<file path="src/rtl/conv_window_gen.sv">
// Streaming 3x3 sliding-window generator: two line buffers plus a 3x3 shift window,
// emitting one window per accepted pixel once a full neighbourhood exists (valid conv only).
module conv_window_gen #(
    parameter int unsigned DATA_W = 32,
    parameter int unsigned IMG_W  = 28,
    parameter int unsigned IMG_H  = 28
) (
    input  logic              clk,
    input  logic              rst,
    input  logic [DATA_W-1:0] in_data,
    input  logic              in_valid,
    output logic              in_ready,
    output logic [DATA_W-1:0] win_out [0:8],
    output logic              out_valid,
    input  logic              out_ready,
    output logic              out_last,
    output logic              frame_done
);

    localparam int unsigned CW = $clog2(IMG_W);
    localparam int unsigned RW = $clog2(IMG_H);

    logic [CW-1:0]     col_q, col_d;
    logic [RW-1:0]     row_q, row_d;
    logic [DATA_W-1:0] lb0 [0:IMG_W-1];
    logic [DATA_W-1:0] lb1 [0:IMG_W-1];
    logic [DATA_W-1:0] win_q [0:8];
    logic [DATA_W-1:0] win_d [0:8];
    logic              out_valid_q, out_valid_d;
    logic              out_last_q, out_last_d;
    logic              frame_done_q, frame_done_d;
    logic              accept, col_end, row_end, emit;
    logic [DATA_W-1:0] lb0_rd, lb1_rd;

    assign in_ready = !out_valid_q || out_ready;
    assign accept   = in_valid && in_ready;
    assign col_end  = (col_q == CW'(IMG_W - 1));
    assign row_end  = (row_q == RW'(IMG_H - 1));
    // Rows/columns 0 and 1 only prime the window, which also masks stale data across frames.
    assign emit     = (row_q >= RW'(2)) && (col_q >= CW'(2));
    assign lb0_rd   = lb0[col_q];
    assign lb1_rd   = lb1[col_q];

    always_comb begin
        col_d        = col_q;
        row_d        = row_q;
        win_d        = win_q;
        out_valid_d  = out_valid_q;
        out_last_d   = out_last_q;
        frame_done_d = 1'b0;

        if (out_valid_q && out_ready) begin
            out_valid_d = 1'b0;
            out_last_d  = 1'b0;
        end

        if (accept) begin
            for (int r = 0; r < 3; r++) begin
                win_d[r*3]     = win_q[r*3+1];
                win_d[r*3 + 1] = win_q[r*3+2];
            end
            win_d[2] = lb1_rd;
            win_d[5] = lb0_rd;
            win_d[8] = in_data;

            if (col_end) begin
                col_d = '0;
                row_d = row_end ? '0 : row_q + RW'(1);
            end else begin
                col_d = col_q + CW'(1);
            end

            if (emit) begin
                out_valid_d = 1'b1;
                out_last_d  = row_end && col_end;
            end
            frame_done_d = row_end && col_end;
        end
    end

    always_ff @(posedge clk) begin
        if (rst) begin
            col_q        <= '0;
            row_q        <= '0;
            out_valid_q  <= 1'b0;
            out_last_q   <= 1'b0;
            frame_done_q <= 1'b0;
            for (int i = 0; i < 9; i++) begin
                win_q[i] <= '0;
            end
        end else begin
            col_q        <= col_d;
            row_q        <= row_d;
            out_valid_q  <= out_valid_d;
            out_last_q   <= out_last_d;
            frame_done_q <= frame_done_d;
            for (int i = 0; i < 9; i++) begin
                win_q[i] <= win_d[i];
            end
        end
    end

    // Line buffers carry no reset; their contents are only observed after being rewritten.
    always_ff @(posedge clk) begin
        if (!rst && accept) begin
            lb1[col_q] <= lb0_rd;
            lb0[col_q] <= in_data;
        end
    end

    assign win_out    = win_q;
    assign out_valid  = out_valid_q;
    assign out_last   = out_last_q;
    assign frame_done = frame_done_q;

endmodule

</file>
<file path="config.mk">
export PLATFORM = sky130hd
export DESIGN_NAME = conv_window_gen
export DESIGN_NICKNAME = d
export VERILOG_FILES = /design/src/rtl/conv_window_gen.sv
export SDC_FILE = /design/constraint.sdc
export NUM_CORES = 2
export LEC_CHECK = 0
export CAP_MARGIN = 10
export CORE_MARGIN = 2
export CORE_UTILIZATION = 26
export CTS_BUF_LIST = sky130_fd_sc_hd__clkbuf_8
export CTS_CLUSTER_DIAMETER = 120
export DETAILED_ROUTE_END_ITERATION = 8
export DONT_BUFFER_PORTS = 1
export PLACE_DENSITY = 0.46
export SYNTH_ARGS = -nofsm -noshare
export SYNTH_HDL_FRONTEND = slang
export SYNTH_SLANG_ARGS = --single-unit
</file>
<file path="constraint.sdc">
create_clock -name clk -period 10.6 [get_ports clk]
set_input_delay 1.06 -clock clk [delete_from_list [all_inputs] [get_ports clk]]
set_output_delay 1.06 -clock clk [all_outputs]
set_load 0.05 [all_outputs]
</file>
**Word-level counts from Yosys, hierarchy flattened**

Memories as Yosys holds them, arrays and structs flattened. A register that Yosys moved wholly into a read port is not among the register bits.
Cells that the tools add are included.

- Multiplexer cells: 12
- Multiply operators: 0
- Bitwise gates (word level): 1
- Divide/modulo/power cells: 0
- Reductions and logical operators: 10
- Shift-type cells: 0
- Magnitude comparators: 2
- Add/subtract/negate cells: 2
- Eq/ne operators: 2

Operators with widths:

| kind | count |
|---|---|
| $mux 5 | 4 |
| $add 5x1->5 const B | 2 |
| $eq 5x5->1 const B | 2 |
| $ge 5x2->1 const B | 2 |
| $mux 1 | 8 |
| $logic_and 1x1->1 | 5 |
| $logic_not 1->1 | 2 |
| $reduce_and 2->1 | 1 |
| $reduce_or 2->1 | 1 |
| $logic_or 1x1->1 | 1 |
| $not 1->1 | 1 |

- Memory bits (read-only): 0
- Logic and storage cells: 44
- Flip-flop bits (word level): 269
- Input port bits: 36
- Bits in writable memories: 1792
- Memories kept: 2
- Latch bits: 0
- Output and inout port bits: 292

Memories:

| memory | depth | width | read ports | clocked after memory_dff | write ports | line | source |
|---|---|---|---|---|---|---|---|
| lb0 | 28 | 32 | 1 | 1 | 1 | 25 | `logic [DATA_W-1:0] lb0 [0:IMG_W-1];` |
| lb1 | 28 | 32 | 1 | 1 | 1 | 26 | `logic [DATA_W-1:0] lb1 [0:IMG_W-1];` |

**Depth between registers and ports, before layout**

- Depth after elaboration: 6
- Depth in mapped cells: 10
- Gate-level depth less buffers: 7

**Worst setup path before layout**

No wires, ideal clock.

- Path kind: input -> register
- Start: input out_ready
- End: memory lb0[19][0], enable pin
- Arrival time: 6.617 ns
- Slack: 3.419 ns
- Path buffers: 0
- Data required time: 10.036 ns
- Cell stages on the path: 5
- Library setup time: 0.564 ns
- Path through: nand2b_1 > nand2_1 > nor2_1 > nand2_1 > nor3_1

- Word-level cells in the longest chain between the ends: 5

RTL lines:

| element | line | source |
|---|---|---|
| from (decl) | 15 | `input logic out_ready,` |
| $logic_or 1x1->1 | 35 | `assign in_ready = !out_valid_q \|\| out_ready;` |
| $logic_and 1x1->1 | 36 | `assign accept = in_valid && in_ready;` |
| $logic_and 1x1->1 | 105 | `if (!rst && accept) begin` |
| $mux 1 | 105 |  |
| $mux 1 (not written as such) | 107 | `lb0[col_q] <= in_data;` |
| to (decl) | 25 |  |

No other way between the ends.

**Worst setup path in the final report**

- Start: register out_valid_q (netlist: out_valid)
- End: memory lb1[21][0], enable pin

- Word-level cells in the longest chain between the ends: 6

RTL lines:

| element | line | source |
|---|---|---|
| from (decl) | 29 | `logic out_valid_q, out_valid_d;` |
| from (signal assigned) | 94 | `out_valid_q <= out_valid_d;` |
| $logic_not 1->1 | 35 |  |
| $logic_or 1x1->1 | 35 |  |
| named net in_ready | 12 | `output logic in_ready,` |
| $logic_and 1x1->1 | 36 |  |
| $logic_and 1x1->1 | 105 |  |
| $mux 1 | 105 |  |
| $mux 1 (not written as such) | 106 | `lb1[col_q] <= lb0_rd;` |
| to (decl) | 26 |  |

The timed path passes the listed nets, and every way through them passes these cells.

==> results by group <==
Outcome
  – Status: finished, final reports clean

Clock network
  – Max Root-Sink Buffers: 4
  – CTS sink cnt: 2,098
  – Skew-Pair Late Insertion Delay: 0.98 ns
  – Root buffer cell: clkbuf_8
  – Clock transition at path regs: 0.06 ns
  – Post-CTS Setup Repair Bufs: 0
  – H-tree depth: 5
  – CTS tree: yes
  – Num CTS Buffers: 356
  – CTS Hold Bufs: 0
  – Post_cts resized: 0

Global route
  – Largest net degree at the start of global routing: 291
  – Initial antenna violation count: 10
  – Gr usage total: 15.1%
  – Via count of the first global-routing pass: 43,600
  – Grt ovf: 0
  – Global-route wire length before repair: 336,000 um

STA
  – Rel. slew slack: 3.36%
  – Fin Setup TNS: 0 ns
  – Worst Tran Pin Value: 1.45 ns
  – Worst Skew: 0.0763 ns
  – Final period util: 53.0%
  – Minimum clock period: 5.62 ns
  – Count of final setup violators: 0
  – Maximum clock rate: 178 MHz
  – Final hold violation count: 0
  – Max Slew Vio Count: 0
  – RSZ-0062 raised after global routing: no

Routing
  – Routed WL: 241,000 um
  – DRT Pass-1 Iters: 7
  – Initial DRC count: 3,441
  – Mean number of vias per cell: 4.70
  – DRC errors left: 0
  – Avg WL per Cell: 26.5 um
  – Antenna Violating Nets Remaining: 0
  – DR vias: 42,700

Layout
  – Commonest non-fill, non-tap cell in the layout: edfxtp_1
  – Non-filler instance count after layout: 9,090
  – Nets@finish: 4,871
  – Layout cell share with drive strength beyond 1: 17.2%
  – Core Util, Final: 30.0%
  – Area growth, synth to finish: 14.5%
  – Most frequent cells in the layout: edfxtp_1, nand2_1, mux2i_1, clkbuf_8, a21oi_1

Power
  – Total Power: 17,000 uW
  – PD cells: 187 nW/um^2
  – Leakage: 0.0280 uW
  – Worst vdd ir: 0.0891 mV

Critical path
  – Crit path from: out_valid
  – Worst setup SP type: flip-flop
  – Worst R2R Start: out_valid
  – CP max-delay cell: nor2_4
  – CP Cell Sequence: nand2b_1 -> nand2_4 -> nor2_2 -> nand2_1 -> nor2_4 -> buf_4
  – WS Path Type: flip-flop to flip-flop
  – CP required: 11.13 ns
  – Crit-path max FO: 44
  – Arrival @ worst endpoint: 6.15 ns
  – CP Buf/Inv Count: 1
  – Max incr delay on CP: 1.00 ns
  – CP endpoint kind: flip-flop
  – Kind of cell adding the most delay to the critical path: simple AND/OR/NAND/NOR gates

Die
  – Rows: 202
  – # IOs: 328
  – Die Wd: 557 um
  – Starting Density: 26.2%
  – Die height: 557 um
  – Die area: 310,000 um^2
  – Core area: 303,000 um^2

Yosys
  – Post-synth cell types: 56
  – Most common flop cell mapped by yosys: edfxtp_1
  – Asr flop ratio synth: 0%
  – Syn_nets: 4,665
  – Post-synth EDFFs: 1,792
  – Synth area leader: edfxtp_1
  – YS warnings: 0
  – Sequential area share after synthesis: 75.5%
  – Top-area cell type share of the netlist area: 67.8%
  – Synthesized flop and latch total: 2,098
  – Synthesized area per cell: 17.2 um^2
  – Synth area leaders: edfxtp_1, dfxtp_1, mux4_2, mux2i_1, nand2_1
  – Synthesized area: 79,400 um^2
  – Cells after Synth: 4,623

Hold path
  – Worst Min Path Start: in_data[23]
  – Worst min path class: primary input to flip-flop

Place
  – Placed cells: 8,442
  – GPL Wtd Cong: 0.777
  – Detailed Place HPWL: 140,000 um
  – Port bufs: 0

Flow run
  – Max-Cap Viols: 0
==> stage by stage <==
| stage | area [um^2] | setup slack, ns | hold WS, ns |
|---|---|---|---|
| CTS | 90800 | 4.86 | 0.0815 |
| global route | 90900 | 4.76 | 0.0837 |
| detailed placement | 84200 | 4.34 | 0.448 |
| finish | 90900 | 4.98 | 0.186 |
| floorplan | 79400 | 3.42 | 0.482 |
| global placement | 84200 | 4.47 | 0.446 |
==> logic make-up after synthesis <==
logic type	after synthesis	share of synthesized area, %
adders and majority gates	6	0.0945
muxes	693	12.2
buffers and inverters	293	2.05
DFF	2098	75.5
AOI/OAI and AO/OA	740	6.18
and+or+nand+nor	793	4.04
==> layout make-up <==
| type | instances | area [um^2] |
|---|---|---|
| Multi-Input combinational cell | 2232 | 18200 |
| Tap cell | 3978 | 4980 |
| Sequential cell | 2098 | 60000 |
| Clock inverter | 247 | 1310 |
| Fill cell | 29900 | 212000 |
| Inverter | 7 | 26.3 |
| Timing Repair Buffer | 134 | 1120 |
| Clock buffer | 385 | 5300 |
| Antenna cell | 9 | 22.5 |
==> worst paths after layout <==
path,to,slack [ns],depth (start not counted)
worst max-delay path,lb1[21][0],4.98,6
worst min-delay path,lb0[27][23],0.19,0
worst max register to register,lb1[21][0],4.98,6
worst min register to register,win_out[154],0.46,2
==> sequential cells by signal, indices dropped and copies added (netlist names), named ones only <==
signal	cells
lb1	896
out_last	1
frame_done	1
out_valid	1
row_q	5
lb0	896
win_out	288
col_q	5
==> cell usage after synthesis (5+ instances only) <==
cell	number
edfxtp_1	1792
nand2_1	574
mux2i_1	449
a21oi_1	311
dfxtp_1	306
mux4_2	206
clkbuf_1	126
a22oi_1	116
nor2_1	96
buf_2	66
a22o_1	54
a211oi_1	49
nand3_1	49
o22ai_1	47
buf_4	41
o21bai_1	33
mux2_2	32
nor3_1	30
buf_6	26
a31oi_1	21
a41oi_1	21
a311oi_1	18
buf_1	18
a221oi_1	15
o21ai_0	15
a211o_1	14
a311oi_2	11
nor2b_1	9
nand2b_1	7
or2_1	7
ha_1	6
inv_1	6
mux4_1	6
buf_8	5
or2_2	5
==> routing by layer <==
| metal | track usage [%] | vias up | share of wire, % |
|---|---|---|---|
| met4 | 4.04 | 0 | 2.3 |
| met3 | 3.17 | 332 | 6.0 |
| met1 | 19.2 | 22500 | 42 |
| li1 | - | 18600 | - |
| met2 | 26.0 | 1241 | 50 |
| met5 | 0 | - | 0 |
==> power breakdown <==
group / switching (uW) / internal [uW] / total, uW
clock network: 3290 / 3540 / 6830
registers: 248 / 9100 / 9350
logic: 558 / 269 / 828
total: 4090 / 12900 / 17000
(Power assumes the default switching activity.)
